--- config.mk ---
export PLATFORM = sky130hd
export DESIGN_NAME = inst_stream_decoder_flat
export DESIGN_NICKNAME = d
export VERILOG_FILES = /design/src/rtl/inst_stream_decoder_if.sv /design/src/rtl/inst_stream_decoder.sv /design/src/flat_wrapper.sv
export SDC_FILE = /design/constraint.sdc
export NUM_CORES = 1
export LEC_CHECK = 0
export CAP_MARGIN = 0
export CORE_MARGIN = 2
export CORE_UTILIZATION = 35
export CTS_CLUSTER_DIAMETER = 100
export DETAILED_ROUTE_END_ITERATION = 8
export SLEW_MARGIN = 20
export SYNTH_ARGS = -nofsm -noshare
export SYNTH_HDL_FRONTEND = slang
export SYNTH_SLANG_ARGS = --single-unit
--- constraint.sdc ---
create_clock -name clk_in -period 4.2 [get_ports clk_in]
set_clock_uncertainty 0.1 [all_clocks]
set_input_delay 0.84 -clock clk_in [delete_from_list [all_inputs] [get_ports clk_in]]
set_output_delay 0.84 -clock clk_in [all_outputs]
set_load 0.01 [all_outputs]
--- src/rtl/inst_stream_decoder_if.sv ---
// inst_stream_decoder_if: instruction-in and decoded-out handshakes of the stream decoder
//   inst_in/inst_valid_in/inst_ready_out : 32-bit instruction word stream
//   dec_out/dec_valid_out/dec_ready_in   : decoded entry stream (iType,lIndex,sIndex,sType,prop,prop2,data,data2)
//   busy_out, err_count_out              : status
//   slave = decoder side, master = producer/consumer side
interface inst_stream_decoder_if #(
    parameter int LIGHT_INDEX_SIZE = 6,
    parameter int SHAPE_INDEX_SIZE = 19,
    parameter int ERR_W = 8
);
    localparam int DW = 3 + LIGHT_INDEX_SIZE + SHAPE_INDEX_SIZE + 5 + 5 + 5 + 16 + 16;
    logic [31:0] inst_in;
    logic inst_valid_in;
    logic inst_ready_out;
    logic [DW-1:0] dec_out;
    logic dec_valid_out;
    logic dec_ready_in;
    logic busy_out;
    logic [ERR_W-1:0] err_count_out;
    modport slave (
        input inst_in, inst_valid_in, dec_ready_in,
        output inst_ready_out, dec_out, dec_valid_out, busy_out, err_count_out
    );
    modport master (
        output inst_in, inst_valid_in, dec_ready_in,
        input inst_ready_out, dec_out, dec_valid_out, busy_out, err_count_out
    );
endinterface

--- src/rtl/inst_stream_decoder.sv ---
// inst_stream_decoder: decodes C/L/SI/SE/F instruction words into a FWFT buffer of decoded entries
//   clk_in, rst_in : clock, synchronous active-high reset
//   bus (slave)    : instruction stream in, decoded stream out, busy and illegal-opcode count
module inst_stream_decoder #(
    parameter int DEPTH = 4,
    parameter int LIGHT_INDEX_SIZE = 6,
    parameter int SHAPE_INDEX_SIZE = 19,
    parameter int ERR_W = 8
) (
    input logic clk_in,
    input logic rst_in,
    inst_stream_decoder_if.slave bus
);
    localparam int L = LIGHT_INDEX_SIZE;
    localparam int S = SHAPE_INDEX_SIZE;
    localparam int DW = 3 + L + S + 5 + 5 + 5 + 16 + 16;
    localparam int AW = $clog2(DEPTH);
    localparam logic [AW:0] FULL = (AW + 1)'(DEPTH);
    localparam logic [2:0] OP_RENDER = 3'd0, OP_FRAME = 3'd1, OP_CAMERA_SET = 3'd2, OP_LIGHT_SET = 3'd3,
                           OP_SHAPE_INIT = 3'd4, OP_SHAPE_SET = 3'd5, OP_UNSUPPORTED = 3'd6;

    typedef enum logic {WORD0, WORD1} state_t;

    state_t state;
    logic [DW-1:0] mem [DEPTH];
    logic [AW-1:0] wrPtr, rdPtr;
    logic [AW:0] count;
    logic [ERR_W-1:0] errCount;
    logic [S-1:0] seIndex;
    logic [4:0] seProp, seProp2;
    logic [2:0] opc, iType;
    logic [L-1:0] lIndex;
    logic [S-1:0] sIndex;
    logic [4:0] sType, prop, prop2;
    logic [15:0] data, data2;
    logic accept, isSe0, illegal, push, pop;

    assign opc = bus.inst_in[2:0];
    assign accept = bus.inst_valid_in && bus.inst_ready_out;
    assign isSe0 = state == WORD0 && opc == 3'b101;
    assign illegal = state == WORD0 && (opc == 3'b010 || opc == 3'b110 || opc == 3'b111);
    // SE word0 only latches its fields; the entry is pushed with the payload word
    assign push = accept && !isSe0;
    assign pop = bus.dec_valid_out && bus.dec_ready_in;

    always_comb begin
        iType = OP_UNSUPPORTED;
        lIndex = '0;
        sIndex = '0;
        sType = '0;
        prop = '0;
        prop2 = '0;
        data = '0;
        data2 = '0;
        if (state == WORD1) begin
            iType = OP_SHAPE_SET;
            sIndex = seIndex;
            prop = seProp;
            prop2 = seProp2;
            data = bus.inst_in[15:0];
            data2 = bus.inst_in[31:16];
        end else begin
            case (opc)
                3'b000: iType = bus.inst_in[3] ? OP_FRAME : OP_RENDER;
                3'b001: begin
                    iType = OP_CAMERA_SET;
                    prop = bus.inst_in[7:3];
                    data = bus.inst_in[31:16];
                end
                3'b011: begin
                    iType = OP_LIGHT_SET;
                    lIndex = bus.inst_in[3+:L];
                    prop = bus.inst_in[3+L+:5];
                    data = bus.inst_in[31:16];
                end
                3'b100: begin
                    iType = OP_SHAPE_INIT;
                    sIndex = bus.inst_in[3+:S];
                    sType = bus.inst_in[3+S+:5];
                end
                default: iType = OP_UNSUPPORTED;
            endcase
        end
    end

    always_ff @(posedge clk_in) begin
        if (rst_in) begin
            state <= WORD0;
            wrPtr <= '0;
            rdPtr <= '0;
            count <= '0;
            errCount <= '0;
            seIndex <= '0;
            seProp <= '0;
            seProp2 <= '0;
        end else begin
            if (accept) state <= isSe0 ? WORD1 : WORD0;
            if (accept && isSe0) begin
                seIndex <= bus.inst_in[3+:S];
                seProp <= bus.inst_in[3+S+:5];
                seProp2 <= bus.inst_in[27+:5];
            end
            if (push) wrPtr <= wrPtr + 1'b1;
            if (pop) rdPtr <= rdPtr + 1'b1;
            if (push != pop) count <= push ? count + 1'b1 : count - 1'b1;
            if (accept && illegal && !(&errCount)) errCount <= errCount + 1'b1;
        end
    end

    // storage needs no reset: dec_out is forced to zero while the buffer is empty
    always_ff @(posedge clk_in) begin
        if (push) mem[wrPtr] <= {iType, lIndex, sIndex, sType, prop, prop2, data, data2};
    end

    assign bus.inst_ready_out = count != FULL;
    assign bus.dec_valid_out = count != '0;
    assign bus.dec_out = (count != '0) ? mem[rdPtr] : '0;
    assign bus.busy_out = state == WORD1 || count != '0;
    assign bus.err_count_out = errCount;
endmodule

--- src/flat_wrapper.sv ---
// flat-port wrapper written by rule: the top's interface ports become plain ports
module inst_stream_decoder_flat 
#(
    parameter int DEPTH = 4,
    parameter int LIGHT_INDEX_SIZE = 6,
    parameter int SHAPE_INDEX_SIZE = 19,
    parameter int ERR_W = 8
)
  (clk_in, rst_in, bus_inst_in, bus_inst_valid_in, bus_dec_ready_in, bus_inst_ready_out, bus_dec_out, bus_dec_valid_out, bus_busy_out, bus_err_count_out);
  inst_stream_decoder_if #(.LIGHT_INDEX_SIZE(LIGHT_INDEX_SIZE), .SHAPE_INDEX_SIZE(SHAPE_INDEX_SIZE), .ERR_W(ERR_W)) bus_i ();
  input logic clk_in;
  input logic rst_in;
  input wire logic [$bits(bus_i.inst_in)-1:0] bus_inst_in;
  input wire logic [$bits(bus_i.inst_valid_in)-1:0] bus_inst_valid_in;
  input wire logic [$bits(bus_i.dec_ready_in)-1:0] bus_dec_ready_in;
  output wire logic [$bits(bus_i.inst_ready_out)-1:0] bus_inst_ready_out;
  output wire logic [$bits(bus_i.dec_out)-1:0] bus_dec_out;
  output wire logic [$bits(bus_i.dec_valid_out)-1:0] bus_dec_valid_out;
  output wire logic [$bits(bus_i.busy_out)-1:0] bus_busy_out;
  output wire logic [$bits(bus_i.err_count_out)-1:0] bus_err_count_out;
  assign bus_i.inst_in = bus_inst_in;
  assign bus_i.inst_valid_in = bus_inst_valid_in;
  assign bus_i.dec_ready_in = bus_dec_ready_in;
  assign bus_inst_ready_out = bus_i.inst_ready_out;
  assign bus_dec_out = bus_i.dec_out;
  assign bus_dec_valid_out = bus_i.dec_valid_out;
  assign bus_busy_out = bus_i.busy_out;
  assign bus_err_count_out = bus_i.err_count_out;
  inst_stream_decoder #(.DEPTH(DEPTH), .LIGHT_INDEX_SIZE(LIGHT_INDEX_SIZE), .SHAPE_INDEX_SIZE(SHAPE_INDEX_SIZE), .ERR_W(ERR_W)) u_core (.clk_in(clk_in), .rst_in(rst_in), .bus(bus_i));
endmodule
# ---- Word level (Yosys, flattened, before mapping)
# Memories as Yosys holds them, arrays and structs flattened. A register that Yosys moved wholly into a read port is not among the register bits.
# Cells that the tools add are included.
dict set report op_classes {
  n_addsub 5
  multipliers 0
  div 0
  order_cmp 0
  eq_ne 9
  n_shift 0
  n_mux 22
  bitwise_logic 1
  n_reduce_logical 17
}
# op count
set op_table {}
lappend op_table {{75-bit 2-to-1 mux} 1}
lappend op_table {{16-bit 2-to-1 mux} 3}
lappend op_table {{19-bit 2-to-1 mux} 2}
lappend op_table {{5-bit 2-to-1 mux} 4}
lappend op_table {{3-bit == test (second input constant)} 4}
lappend op_table {{6-bit 2-to-1 mux} 2}
lappend op_table {{3-bit case mux with 4 select lines} 1}
lappend op_table {{5-bit case mux with 2 select lines} 1}
lappend op_table {{8-bit by 1-bit adder with 8-bit output (second input constant)} 1}
lappend op_table {{1-bit logical AND} 8}
lappend op_table {{8-bit AND reduction} 1}
lappend op_table {{3-bit by 2-bit == test with 1-bit output (second input constant)} 2}
lappend op_table {{3-bit 2-to-1 mux} 2}
lappend op_table {{2-bit by 1-bit adder with 2-bit output (second input constant)} 2}
lappend op_table {{1-bit 2-to-1 mux} 4}
lappend op_table {{2-bit 2-to-1 mux} 2}
lappend op_table {{3-bit by 1-bit adder with 3-bit output (second input constant)} 1}
lappend op_table {{3-bit by 1-bit == test with 1-bit output (second input constant)} 1}
lappend op_table {{3-bit zero test} 1}
lappend op_table {{1-bit logical OR} 3}
lappend op_table {{3-bit inequality test (second input constant)} 1}
lappend op_table {{3-bit nonzero test} 1}
lappend op_table {{3-bit by 1-bit subtractor with 3-bit output (second input constant)} 1}
lappend op_table {{1-bit zero test} 2}
lappend op_table {{3 further kinds} 3}
dict set report word_totals {
  regBits 45
  latch_bits 0
  ramBits 300
  romBits 0
  input_bits 36
  output_inout_bits 86
  wordCells 63
  memories 1
}
# name words width rd rd_ports_with_merged_regs wr line
set memory_table {}
lappend memory_table {u_core.mem 4 75 1 1 1 inst_stream_decoder.sv:25} ;# logic [DW-1:0] mem [DEPTH];

# ---- Depth between registers and ports, before layout
dict set report depth {
  depth_word 6
  depth_mapped 8
  depth_no_buf 7
}

# ---- Worst setup path after synthesis
# No wires, ideal clock.
dict set report synth_path {
  path_type {input port to flip-flop}
  startpoint {in bus_inst_in[1]}
  endpoint {mem u_core.mem[1][0] (netlist bit) (enable)}
  setup_ns 0.441
  t_arrival_ns 3.430
  required_ns 3.659
  slack_ns 0.229
  path_stages 4
  path_buffers 1
  cell_sequence {buf_2 and4bb_2 nor3_2 and2_1}
}
dict set report synth_via {
  elab_chain_len 6
}
# item line
set synth_rtl {}
lappend synth_rtl {{start: declaration} flat_wrapper.sv:13} ;# input wire logic [$bits(bus_i.inst_in)-1:0] bus_inst_in;
lappend synth_rtl {{3-bit == test} inst_stream_decoder.sv:40} ;# assign isSe0 = state == WORD0 && opc == 3'b101;
lappend synth_rtl {{1-bit logical AND} inst_stream_decoder.sv:40}
lappend synth_rtl {{1-bit zero test} inst_stream_decoder.sv:43} ;# assign push = accept && !isSe0;
lappend synth_rtl {{1-bit logical AND} inst_stream_decoder.sv:43}
lappend synth_rtl {{1-bit 2-to-1 mux} inst_stream_decoder.sv:112} ;# if (push) mem[wrPtr] <= {iType, lIndex, sIndex, sType, prop, prop2, data, data2};
lappend synth_rtl {{1-bit 2-to-1 mux (implied by the code)} inst_stream_decoder.sv:112}
lappend synth_rtl {{end: declaration} inst_stream_decoder.sv:25}
# No other way between the ends.

# ---- Final worst setup path
dict set report layout_path {
  startpoint {reg u_core.count[0]}
  endpoint {out bus_busy_out}
}
dict set report layout_via {
  elab_chain_len 2
}
# item line
set layout_rtl {}
lappend layout_rtl {{start: declaration} inst_stream_decoder.sv:27} ;# logic [AW:0] count;
lappend layout_rtl {{start signal: assignment} inst_stream_decoder.sv:105} ;# if (push != pop) count <= push ? count + 1'b1 : count - 1'b1;
lappend layout_rtl {{3-bit nonzero test} inst_stream_decoder.sv:118} ;# assign bus.busy_out = state == WORD1 || count != '0;
lappend layout_rtl {{1-bit logical OR} inst_stream_decoder.sv:118}
lappend layout_rtl {{end: declaration} flat_wrapper.sv:19} ;# output wire logic [$bits(bus_i.busy_out)-1:0] bus_busy_out;
# No other way between the ends.

==> metrics.md <==
| Metric | Value |
|---|---|
| Proportion of total power due to net switching | 27.0% |
| Inserted Diodes | 0 |
| Cell count of the worst hold path | 2 |
| Synthesized area per cell | between 15 and 20 um^2 |
| Worst setup path startpoint | u_core.count[0]$_SDFFE_PP0P_ |
| Layout cell share with drive strength beyond 1 | between 10% and 20% |
| Number of H-tree branching levels | 2 |
| Total power density per cell area | between 600 and 700 nW/um^2 |
| Total routing usage reported by global routing | 15.7% |
| Cell at the slowest stage of the critical path | or3_2 |
| Number of endpoints with negative hold slack in the final report | 0 |
| Antenna violations before repair | 3 |
| Setup total negative slack | 0 ns |
| Global-route wire length before repair | about 49,000 um |
| CP Launch Type | flop |
| Antenna viol nets, final | 0 |
| Cell with the most instances after synthesis | edfxtp_1 |
| Final wirelength | 32,600 um |
| CTS root buffer | clkbuf_16 |
| Starting Density | between 30% and 40% |
| Dpl ws | approximately 0.67 ns |
| Final HPWL from detailed placement | ~21,000 um |
| Clock tree from TritonCTS | yes |
| Async set-reset flop share out of synthesis | 0% |
| WL per Instance | 21.5 um |
| Clock net sink count | 347 |
| Cell count after synthesis | 828 |
| Total number of nets in the final design | 1,005 |
| Length of the first detailed-routing pass in iterations | 5 |
| Primary flip-flop cell chosen by synthesis mapping | edfxtp_1 |
| Worst setup path category | flop to output pin |
| Synthesized netlist net count | 870 |
| Dominant cell type by area after synthesis | edfxtp_1 |
| Total standard cell area after synthesis | 14,000 um^2 |
| Final Setup Violations | 0 |
| Top cells by area, synth | edfxtp_1 64%, mux4_2 12%, dfxtp_1 6.7%, and2_1 4.7%, a22o_1 2.1% |
| Hold Path Class | flop to flop |
| Chip width | 204 um |
| Worst Path Buf+Inv | 2 |
| Latest clock arrival within the worst-skew pair | 0.52 ns |
| Max-cap viol count | 0 |
| Post-place instance area | 16,000 um^2 |
| Worst Path Max Fanout | 27 |
| Measured slew at the worst slew-check pin | 0.629 ns |
| Worst-case reg-to-reg path depth | 7 |
| Final critical delay including setup and external delays | 3.71 ns |
| Final Worst Setup Slack | 0.487 ns |
| Sequential fraction of the synthesis area | 70.9% |
| Kind of cell adding the most delay to the critical path | simple AND/OR/NAND/NOR gates |
| Die Footprint | 41,700 um^2 |
| Standard-cell rows | 73 |
| Clock-pin transition on the worst setup and hold timing paths | 0.06 ns |
| IO Port Bufs | 121 |
| Crit path DAT | ~2.8 ns |
| Global placement routability congestion | slightly above 0.7 |
| Flop and latch count out of synthesis | ~350 |
| Achievable frequency | 269 MHz |
| Overall Power | 10,500 uW |
| Number of warning messages in the yosys log | 0 |
| Number of vias per cell | between 5 and 6 |
| EDFF count, synth | 300 |
| Combinational Power Share | 27.4% |
| Largest net degree at the start of global routing | 49 |
| Worst hold slack | 0.350 ns |
| Post-synth top area share | 64.2% |
| Total global routing overflow | 0 |
| Start point of the worst min-delay path | u_core.seProp2[3]$_SDFFE_PP0P_ |
| Maximum cell stage delay along the critical path | 0.75 ns |
| Vias after detailed routing | 7,684 |
| Clock buffers created by TritonCTS | 36 |
| Period utilization | 88.4% |
| I/O pin total | 122 |
| Vertical extent of the die | 204 um |
| Cells along the critical path | or3_2 > buf_4 > or2_2 > clkdlybuf4s50_1 |
| Starting DRT DRC Count | 551 |
| Fraction of power consumed by sequential logic | 40.8% |
| Switching power summed over all nets | 2830 uW |
| Fraction of power consumed by the clock network | 31.9% |
| DRC errors left | 0 |
| Internal power component | 7640 uW |
| Run status | complete, no violations |
| Startpoint of the worst register-to-register path | u_core.count[1]$_SDFFE_PP0P_ |
| Unique cell type count in the Yosys netlist | 46 |
| Deepest clock path buffer count | 3 |
| Count of cell instances traversed by the critical path | 4 |
| Fin. max-slew vios | 0 |
| Number of buffers added for setup after CTS | 0 |
| Static Leak | between 0.005 and 0.006 uW |
| Type of destination of the critical path | output pin |
| Layout Cell Area excl Fill | 17,300 um^2 |
| Number of global-route vias before repair | 7,762 |
| Peak supply drop | roughly 0.34 mV |
| Core ar. | 39,600 um^2 |
| Worst-case headroom to the max-slew limit | 58.1% |
| Number of hold-repair buffers added at the cts stage | 0 |
| # resized after CTS | 0 |
| Unrepaired setup endpoints after global routing | false |
| Top cell types by occurrence after synthesis | 300 x edfxtp_1, 105 x and2_1, 75 x mux4_2 |
| Data required, critical path | 3.26 ns |
| Signed area change from the synthesized netlist to the final layout | 23.2% |
## cell usage in the layout (no fill, tap or decap), drive strengths merged, types with 3 or more instances in the layout
cell type and count:
mux2 4, ha 6, or2 3, bufinv 6, o21ai 12, nor2b 5
and2 105, edfxtp 300, nor2 12, clkinv 15, clkbuf 42, clkdlybuf4s50 120
dfxtp 47, inv 11, mux4 75, nand3 5, or3 3, and3 7
nor4 3, nand2 73, nor3 3, buf 29, o31ai 3, a21oi 38
a22o 34, mux2i 7
## tightest hold or removal path: stages (launching register included)
cell     delay, ns
dfxtp_1       0.30
nand2_1       0.05
a21oi_1       0.05
## cells by family after synthesis
family	synth area share, %
flip-flops	70.9
AND/OR/NAND/NOR	8.90
AO/OA/AOI/OAI	4.66
multiplexers	12.9
buffers and inverters	1.93
adder cells (fa/ha/maj)	0.535
XOR/XNOR	0.250
## layer usage
layer	GRT usage, %	vias to the layer above	routed length [um]	part of all wire, %
li1	-	3487	-	-
met1	22.5	3969	15200	47
met2	24.8	186	15300	47
met3	2.50	40	1530	4.7
met4	3.96	2	556	1.7
met5	0	-	13	0.040
## flip-flops by register name, indices dropped and copies added (netlist names), named ones only
register	cells
u_core.bus.err_count_out	8
u_core.count	3
u_core.mem	300
u_core.rdPtr	2
u_core.seIndex	19
u_core.seProp	5
u_core.seProp2	5
u_core.state	1
u_core.wrPtr	2
## final timing paths
path	to	slack, ns
hold reg to reg	u_core.seProp2[3]$_SDFFE_PP0P_	0.35
setup / recovery	bus_busy_out	0.49
hold / removal	u_core.seProp2[3]$_SDFFE_PP0P_	0.35
setup reg to reg	u_core.count[2]$_SDFFE_PP0P_	1.75
## area by class of cell
| type | instances | area [um^2] |
|---|---|---|
| clock inverter | 24 | 313 |
| multi-input combinational | 419 | 3850 |
| fill | 3534 | 22300 |
| sequential | 347 | 9960 |
| clock buffer | 42 | 953 |
| tap | 525 | 657 |
| timing repair buffer | 149 | 1530 |
| inverter | 10 | 40.0 |
## power by group through the flow
stage | Clock, uW | Sequential (uW) | Combinational, uW
after floorplan | 0 | 4270 | 1530
after global placement | 0 | 4330 | 2930
after detailed placement | 0 | 4350 | 2940
after CTS | 3390 | 4280 | 2950
after global routing | 3520 | 4300 | 3100
final | 3340 | 4270 | 2860
## per-stage QoR
stage	utilization, %	std cells
2_1_floorplan	-	828
3_3_place_gp	40.4	1450
3_5_place_dp	40.4	1450
4_1_cts	43.6	1516
5_1_grt	43.6	1516
6_report	43.6	1516
Note: power is estimated with default switching activity, not from simulation.
